$ cat config.mk
export PLATFORM = sky130hd
export DESIGN_NAME = count_monitor
export DESIGN_NICKNAME = d
export VERILOG_FILES = /design/src/rtl/count_monitor.sv
export SDC_FILE = /design/constraint.sdc
export NUM_CORES = 1
export LEC_CHECK = 0
export CAP_MARGIN = 20
export CORE_UTILIZATION = 35
export CTS_BUF_LIST = sky130_fd_sc_hd__clkbuf_8
export DETAILED_ROUTE_END_ITERATION = 16
export GPL_TIMING_DRIVEN = 0
export PLACE_DENSITY = 0.59
export REMOVE_ABC_BUFFERS = 1
export SLEW_MARGIN = 40
export SYNTH_ARGS = -nofsm -noshare
export SYNTH_HDL_FRONTEND = slang
export SYNTH_SLANG_ARGS = --single-unit
$ cat constraint.sdc
create_clock -name clk -period 4.7 [get_ports clk]
set_clock_uncertainty 0.1 [all_clocks]
set_input_delay 0.705 -clock clk [delete_from_list [all_inputs] [get_ports clk]]
set_output_delay 0.705 -clock clk [all_outputs]
set_load 0.05 [all_outputs]
$ cat src/rtl/count_monitor.sv
`default_nettype none
// ============================================================================
// Module   : count_monitor
// Brief    : Checks a terminal-count counter's output for legal steps and
//            queues TC / WRAP / STEP_ERR / TIMEOUT events for a consumer.
// Revision : 1.0 - initial release
// ============================================================================
module count_monitor #(
    parameter int CW         = 4,
    parameter int MAX_VALUE  = 8,
    parameter int TIMEOUT    = 32,
    parameter int FIFO_DEPTH = 4
) (
    input  logic          clk,
    input  logic          reset,
    input  logic [CW-1:0] count_in,
    output logic          tc_pulse,
    output logic [7:0]    wrap_cnt,
    output logic          err,
    output logic          timeout,
    output logic          evt_valid,
    input  logic          evt_ready,
    output logic [1:0]    evt_code,
    output logic          evt_overflow
);

    localparam int AW = $clog2(FIFO_DEPTH);
    localparam int SW = $clog2(TIMEOUT + 1);

    localparam logic [CW-1:0] c_max        = CW'(MAX_VALUE);
    localparam logic [SW-1:0] c_stall_last = SW'(TIMEOUT - 1);
    localparam logic [AW:0]   c_depth      = (AW+1)'(FIFO_DEPTH);
    localparam logic [AW:0]   c_one        = (AW+1)'(1);

    localparam logic [1:0] c_evt_tc   = 2'b00;
    localparam logic [1:0] c_evt_wrap = 2'b01;
    localparam logic [1:0] c_evt_step = 2'b10;
    localparam logic [1:0] c_evt_tmo  = 2'b11;

    typedef enum logic [1:0] {
        ST_SYNC  = 2'd0,
        ST_TRACK = 2'd1,
        ST_FAULT = 2'd2
    } state_t;

    state_t r_state;
    state_t w_state_nxt;

    logic [CW-1:0] r_prev;
    logic [CW-1:0] w_prev_nxt;
    logic [SW-1:0] r_stall;
    logic [SW-1:0] w_stall_nxt;

    logic w_tc;
    logic w_wrap;
    logic w_step_err;
    logic w_tmo;
    logic w_legal;
    logic w_push;
    logic [1:0] w_code;

    logic [1:0]    r_mem [FIFO_DEPTH];
    logic [AW-1:0] r_rd_ptr;
    logic [AW-1:0] r_wr_ptr;
    logic [AW:0]   r_count;
    logic [AW-1:0] w_rd_ptr_inc;
    logic [AW:0]   w_count_nxt;
    logic [1:0]    w_head_nxt;
    logic          w_pop;
    logic          w_full;
    logic          w_accept;
    logic          w_drop;

    always_ff @(posedge clk or posedge reset) begin
        if (reset) begin
            r_state <= ST_SYNC;
            r_prev  <= '0;
            r_stall <= '0;
        end else begin
            r_state <= w_state_nxt;
            r_prev  <= w_prev_nxt;
            r_stall <= w_stall_nxt;
        end
    end

    always_comb begin
        w_state_nxt = r_state;
        w_prev_nxt  = r_prev;
        w_stall_nxt = r_stall;
        w_tc        = 1'b0;
        w_wrap      = 1'b0;
        w_step_err  = 1'b0;
        w_tmo       = 1'b0;
        w_legal     = 1'b0;
        case (r_state)
            ST_SYNC: begin
                w_prev_nxt  = count_in;
                w_state_nxt = ST_TRACK;
            end
            ST_TRACK: begin
                w_prev_nxt = count_in;
                // A captured out-of-range value can never make a hold legal.
                w_legal = (count_in <= c_max) &&
                          ((count_in == r_prev) ||
                           ((r_prev < c_max) && (count_in == r_prev + 1'b1)) ||
                           ((r_prev == c_max) && (count_in == '0)));
                w_step_err = !w_legal;
                w_tc       = (count_in == c_max) && (r_prev != c_max);
                w_wrap     = (r_prev == c_max) && (count_in == '0);
                if (w_tc) begin
                    w_stall_nxt = '0;
                end else if (r_stall == c_stall_last) begin
                    w_tmo       = 1'b1;
                    w_stall_nxt = '0;
                end else begin
                    w_stall_nxt = r_stall + 1'b1;
                end
                if (w_step_err) begin
                    w_state_nxt = ST_FAULT;
                end
            end
            ST_FAULT: begin
                w_state_nxt = ST_FAULT;
            end
            default: begin
                w_state_nxt = ST_SYNC;
            end
        endcase
    end

    always_comb begin
        w_push = w_step_err | w_tc | w_wrap | w_tmo;
        if (w_step_err) begin
            w_code = c_evt_step;
        end else if (w_tc) begin
            w_code = c_evt_tc;
        end else if (w_wrap) begin
            w_code = c_evt_wrap;
        end else begin
            w_code = c_evt_tmo;
        end
    end

    assign w_pop        = evt_valid && evt_ready;
    assign w_full       = (r_count == c_depth);
    assign w_accept     = w_push && (!w_full || w_pop);
    assign w_drop       = w_push && w_full && !w_pop;
    assign w_rd_ptr_inc = r_rd_ptr + 1'b1;

    always_comb begin
        case ({w_accept, w_pop})
            2'b10:   w_count_nxt = r_count + 1'b1;
            2'b01:   w_count_nxt = r_count - 1'b1;
            default: w_count_nxt = r_count;
        endcase
    end

    // Head is kept in a register so evt_code is a flop output, not a mux.
    always_comb begin
        w_head_nxt = evt_code;
        if (r_count == '0) begin
            if (w_accept) begin
                w_head_nxt = w_code;
            end
        end else if (w_pop) begin
            if (r_count == c_one) begin
                w_head_nxt = w_code;
            end else begin
                w_head_nxt = r_mem[w_rd_ptr_inc];
            end
        end
    end

    always_ff @(posedge clk or posedge reset) begin
        if (reset) begin
            for (int i = 0; i < FIFO_DEPTH; i++) begin
                r_mem[i] <= '0;
            end
            r_rd_ptr     <= '0;
            r_wr_ptr     <= '0;
            r_count      <= '0;
            evt_valid    <= 1'b0;
            evt_code     <= 2'b00;
            evt_overflow <= 1'b0;
        end else begin
            if (w_accept) begin
                r_mem[r_wr_ptr] <= w_code;
                r_wr_ptr        <= r_wr_ptr + 1'b1;
            end
            if (w_pop) begin
                r_rd_ptr <= w_rd_ptr_inc;
            end
            r_count      <= w_count_nxt;
            evt_valid    <= (w_count_nxt != '0);
            evt_code     <= w_head_nxt;
            evt_overflow <= evt_overflow | w_drop;
        end
    end

    always_ff @(posedge clk or posedge reset) begin
        if (reset) begin
            tc_pulse <= 1'b0;
            wrap_cnt <= 8'd0;
            err      <= 1'b0;
            timeout  <= 1'b0;
        end else begin
            tc_pulse <= w_tc;
            if (w_wrap && (wrap_cnt != 8'hFF)) begin
                wrap_cnt <= wrap_cnt + 8'd1;
            end
            err     <= err | w_step_err;
            timeout <= timeout | w_tmo;
        end
    end

endmodule
`default_nettype wire

### After elaboration in Yosys (flattened, before gate mapping)

Index checks and enable logic that the tools add are counted.

| storage, ports and cells | value |
|---|---|
| flip-flop bits (word level) | 42 |
| input port bits | 7 |
| output and inout bits | 15 |
| word-level logic and storage cells | 99 |

| operators by class | value |
|---|---|
| $add $sub $neg | 7 |
| $lt $le $gt $ge | 5 |
| equality and inequality tests | 15 |
| mux-type cells | 24 |
| bitwise operators | 8 |
| reduce and logical (&&, ||, !) cells | 23 |

Operators by type and width:

| cell | count |
|---|---|
| 2-bit two-way mux | 11 |
| 6-bit two-way mux | 2 |
| 1-bit logical AND | 10 |
| 8-bit by 1-bit adder with 8-bit output (second input constant) | 1 |
| 8-bit bitwise mux | 1 |
| 4-bit equality test | 2 |
| 4-bit equality test (second input constant) | 2 |
| 8-bit inequality test (second input constant) | 1 |
| 6-bit by 1-bit adder with 6-bit output (second input constant) | 1 |
| 6-bit by 5-bit equality test with 1-bit output (second input constant) | 1 |
| 3-bit greater-or-equal comparator (second input constant) | 2 |
| 1-bit two-way mux | 6 |
| 2-bit inverter with 3-bit output | 2 |
| 1-bit OR | 6 |
| 2-bit one-hot mux with 3 select lines | 1 |
| 3-bit one-hot mux with 2 select lines | 1 |
| 2-bit by 1-bit adder with 2-bit output (second input constant) | 2 |
| 4-bit by 1-bit adder with 4-bit output (second input constant) | 1 |
| 2-bit binary-select mux with 2-bit select | 1 |
| 2-bit demux with 2-bit select | 1 |
| 2-bit by 1-bit equality test with 1-bit output (second input constant) | 2 |
| 2-bit equality test (second input constant) | 2 |
| 4-bit <= comparator (second input constant) | 1 |
| 4-bit logical NOT | 1 |
| 16 further kinds | 21 |

### Longest topological paths before layout

| depth | value |
|---|---|
| word-level depth | 15 |
| mapped depth | 9 |
| gate-level depth less buffers | 9 |

### Worst setup path after synthesis

No wires, ideal clock.

| timing path | value |
|---|---|
| kind | input port to flip-flop |
| from | input port count_in[1] |
| to | register evt_valid |
| setup time | 131 ps |
| data arrival time | 2331 ps |
| data required time | 4469 ps |
| slack | 2138 ps |
| stages | 7 |
| path buffers | 0 |
| path through | or3_1 > or2_1 > nand4_1 > o2bb2ai_4 > a22o_1 > a22o_1 > or3_1 |

| between the ends | value |
|---|---|
| word-level cells in the longest chain between the ends | 14 |
| elaborated cells between the ends (all ways) | 25 |
| classes of those cells | order compare: 1; eq/ne: 5; mux: 6; bitwise: 3; reduce/logical: 10 |

RTL lines:

| item | line | RTL |
|---|---|---|
| from (decl) | 16 | `input logic [CW-1:0] count_in,` |
| 4-bit equality test | 105 | `((r_prev < c_max) && (count_in == r_prev + 1'b1)) \|\|` |
| 1-bit logical AND | 105 |  |
| 1-bit logical OR | 104 | `((count_in == r_prev) \|\|` |
| 1-bit logical OR | 105 |  |
| 1-bit logical AND | 103 | `w_legal = (count_in <= c_max) &&` |
| 1-bit logical NOT | 107 | `w_step_err = !w_legal;` |
| 1-bit two-way mux | 95 | `case (r_state)` |
| 1-bit OR (2 in a row) | 132 | `w_push = w_step_err \| w_tc \| w_wrap \| w_tmo;` |
| 1-bit OR * | 132 |  |
| 1-bit logical AND * | 146 | `assign w_accept = w_push && (!w_full \|\| w_pop);` |
| 2-bit by 1-bit equality test with 1-bit output / 2-bit equality test (equally long branches) | 151 | `case ({w_accept, w_pop})` |
| 3-bit one-hot mux with 2 select lines * | 151 |  |
| via w_count_nxt[1] | 67 | `logic [AW:0] w_count_nxt;` |
| 3-bit nonzero test * | 194 | `evt_valid <= (w_count_nxt != '0);` |
| to (signal assigned) | 194 |  |
| to (decl) | 21 | `output logic evt_valid,` |

The timed path passes the listed nets; every way through them passes the cells marked *.
A chain may end at the register's enable or synchronous reset.

### Worst setup path in the final report

Ends and elaborated chain as after synthesis.

==> metrics <==
Switch Pwr=0.000578 W; Routed WL=4050 um; mux contribution to synthesized area=between 10% and 20%; post-layout min period=between 2 and 3 ns; Mapped Cells=between 200 and 250; IO buf count=21; vias per cell=5.04; Gate power share=43.6%; Synth Area in Compound Gates=8.41%; DP HPWL=between 2000 and 3000 um; TritonCTS clock tree=built; Bufs on Longest Clock Path=2; Top delay family on crit path=simple AND/OR/NAND/NOR gates; Buf/Inv on CP=1; DRC Markers=0; total gr overflow=0; main combinational cell family by area after synthesis=simple AND/OR/NAND/NOR gates; cts hold-fix bufs=0; gr usage total=12.9%; area share of fa/ha/maj cells after synthesis=7.65%; Synth Area in XOR/XNOR=around 6.5%; final period utilization=62.8%; RePlAce Congestion=0.768; Cell Area, Synth=2290 sq um; EDFF count, synth=0; via count=between 1500 and 2000; Worst-path clk slew=0.08 ns; worst skew pair latency=0.30 ns; global-route wire length before repair=between 7000 and 8000 um; worst path required time=4.78 ns; Die H=82.9 um; Core ar.=6350 sq um; simple-gate portion of the synthesized area=roughly 16%; status=complete, no violations; io pins=22; crit end category=flip-flop; Arrival @ worst endpoint=around 3.0 ns; crit start category=input pin; critical path, cell by cell=clkdlybuf4s50_1 -> or3_1 -> or2_1 -> nand4_1 -> o2bb2ai_4 -> a22o_1 -> a22o_1 -> or3_1; routed wl met3=roughly 150 um; area delta synth->final=17.8%; antenna violations before repair=0; pins over their slew limit=0; top sig layer=met4; Max Fclk=339 MHz; top_reg_cell synth=dfrtp_1; Clock power frac=18.2%; Initial Util=36.1%; Hold Crit Class=reg -> reg; CTS H-Tree Depth=2; root buf cell=clkbuf_8; Final nets=257; Final TNS setup=0 ns; Met2 Wirelength=1860 um; Num CTS Buffers=5; drt initial violations=57; slew at the pin with the worst max-slew slack=~0.7 ns; flops & latches, synth=42; Async SR Flop Fraction=100%; n_diodes=0; final core utilization=42.5%; # fillers=619; synth unique cells=36; max_slew headroom=between 50% and 60%; Int Power=0.000961 W; Setup Buffers After CTS=0; slowest CP cell=clkdlybuf4s50_1; worst vdd ir=around 310 uV; P per Cell Area=~570 nW/um^2; yosys warns=0; number of global-route vias before repair=around 1600; WS Path Type=in -> reg; DRT antenna net count=0; Placement Rows=29; Syn Area/Cell=roughly 11 sq um; RSZ-0062 raised after global routing=false; clk sink count=42; count of cells resized by post-cts repair=0; register area share after synthesis=45.9%; P_leak=1.13 nW; Max stage delay on crit path=0.50 ns; maxcap violations=0; met1 wire length=1990 um; die area=6870 sq um; share of layout cells above drive strength 1=15.2%; Sequential Power Share=roughly two fifths; Final setup viols=0; final hold vios=0; switch share=37.6%; Die X=82.9 um; pin count of the biggest net entering global routing=43; First-pass DRT Iterations=4; WL/cell=12.9 um; critical-path maximum fanout=10
==> sequential cells by signal (all words and copies together) (netlist names) <==
signal	count
evt_code	2
r_count	3
r_stall	6
wrap_cnt	8
timeout	1
err	1
r_rd_ptr	2
r_prev	4
r_state	2
r_mem	8
evt_valid	1
r_wr_ptr	2
tc_pulse	1
evt_overflow	1
==> power groups by stage <==
stage / Combinational (W) / Clock [W] / Sequential [W]
2_1_floorplan: 0.000488 / 0 / 0.000629
3_3_place_gp: 0.000661 / 0 / 0.000594
3_5_place_dp: 0.000679 / 0 / 0.000596
4_1_cts: 0.000681 / 0.000289 / 0.000590
5_1_grt: 0.000752 / 0.000304 / 0.000609
6_report: 0.000671 / 0.000280 / 0.000588
==> cells in the final DEF, fill, tap and decap left out, types with 2 or more instances in the layout <==
cell             Yosys  routed
nand2_1             22      22
xnor2_1             14      14
a21oi_1              2       2
or2_1                2       2
a22o_1               3       3
inv_1               14      15
nand3b_1             2       2
mux2i_1              2       2
mux4_2               2       2
or3_1                2       2
and3_1               4       4
xor2_1               3       3
nand3_1             12      12
nor2_1               9       9
dfrtp_1             42      42
nand4_1              5       5
clkbuf_8             0       5
o21ai_0             15      15
ha_1                14      14
and2_1               4       4
mux2_2              20      20
clkdlybuf4s50_1      0      21
==> synth_stat cells (2+ instances only) <==
cell type   n  share of area (%)
or3_1       2               0.55
xnor2_1    14                5.4
nand3_1    12                2.6
xor2_1      3                1.1
dfrtp_1    42                 46
a22o_1      3                1.1
mux2i_1     2               0.87
nand2_1    22                3.6
ha_1       14                7.6
or2_1       2               0.55
and3_1      4                1.1
nor2_1      9                1.5
o21ai_0    15                3.3
clkbuf_1    2               0.33
nand3b_1    2               0.66
nor3_1      2               0.44
inv_1      14                2.3
mux4_2      2                2.0
nand4_1     5                1.4
and2_1      4                1.1
mux2_2     20                9.8
a21oi_1     2               0.44
==> cell families (layout without fill, tap and decap cells) <==
group                      after synthesis  count (layout)
muxes                                   24              24
buffers and inverters                   17              43
adders and majority gates               14              14
xor gates and xnor gates                17              17
DFF                                     42              42
AOI/OAI and AO/OA                       27              27
and+or+nand+nor                         70              70
==> layout make-up <==
type                            count  area, sq um  share of cell area (%)
Clock inverter                      3         37.5                    1.39
Multi-Input combinational cell    152         1180                    43.7
Tap cell                           77         96.3                    3.57
Inverter                           14         55.1                    2.04
Timing Repair Buffer               21          210                    7.79
Sequential cell                    42         1050                    38.9
Clock buffer                        5         68.8                    2.55
==> per-stage QoR <==
stage / power [W] / hold WS (ns) / area [sq um] / instances / setup WS, ns
after floorplan: 0.00112 / 0.348 / 2280 / 208 / 2.14
after global placement: 0.00125 / 0.352 / 2580 / 306 / 1.42
after detailed placement: 0.00127 / 0.351 / 2590 / 306 / 1.41
after CTS: 0.00156 / 0.375 / 2690 / 314 / 1.74
after global routing: 0.00167 / 0.392 / 2700 / 314 / 1.64
final: 0.00154 / 0.369 / 2700 / 314 / 1.75
==> final timing paths <==
kind / end / depth (start not counted) / slack (ns) / start
max in group asynchronous: r_prev[0] / 2 / 3.44 / reset
min in group asynchronous: r_count[0] / 2 / 0.70 / reset
max: evt_valid / 8 / 1.75 / count_in[1]
max reg2reg: evt_valid / 9 / 2.03 / r_prev[0]
min: err / 1 / 0.37 / err
min reg2reg: err / 1 / 0.37 / err
==> metal layers <==
metal	GRT usage (%)	vias to the layer above
li1	-	788
met1	16.1	758
met2	21.8	32
met3	2.98	5
met4	4.70	0
met5	0	-
Note: power is estimated with default switching activity, not from simulation.
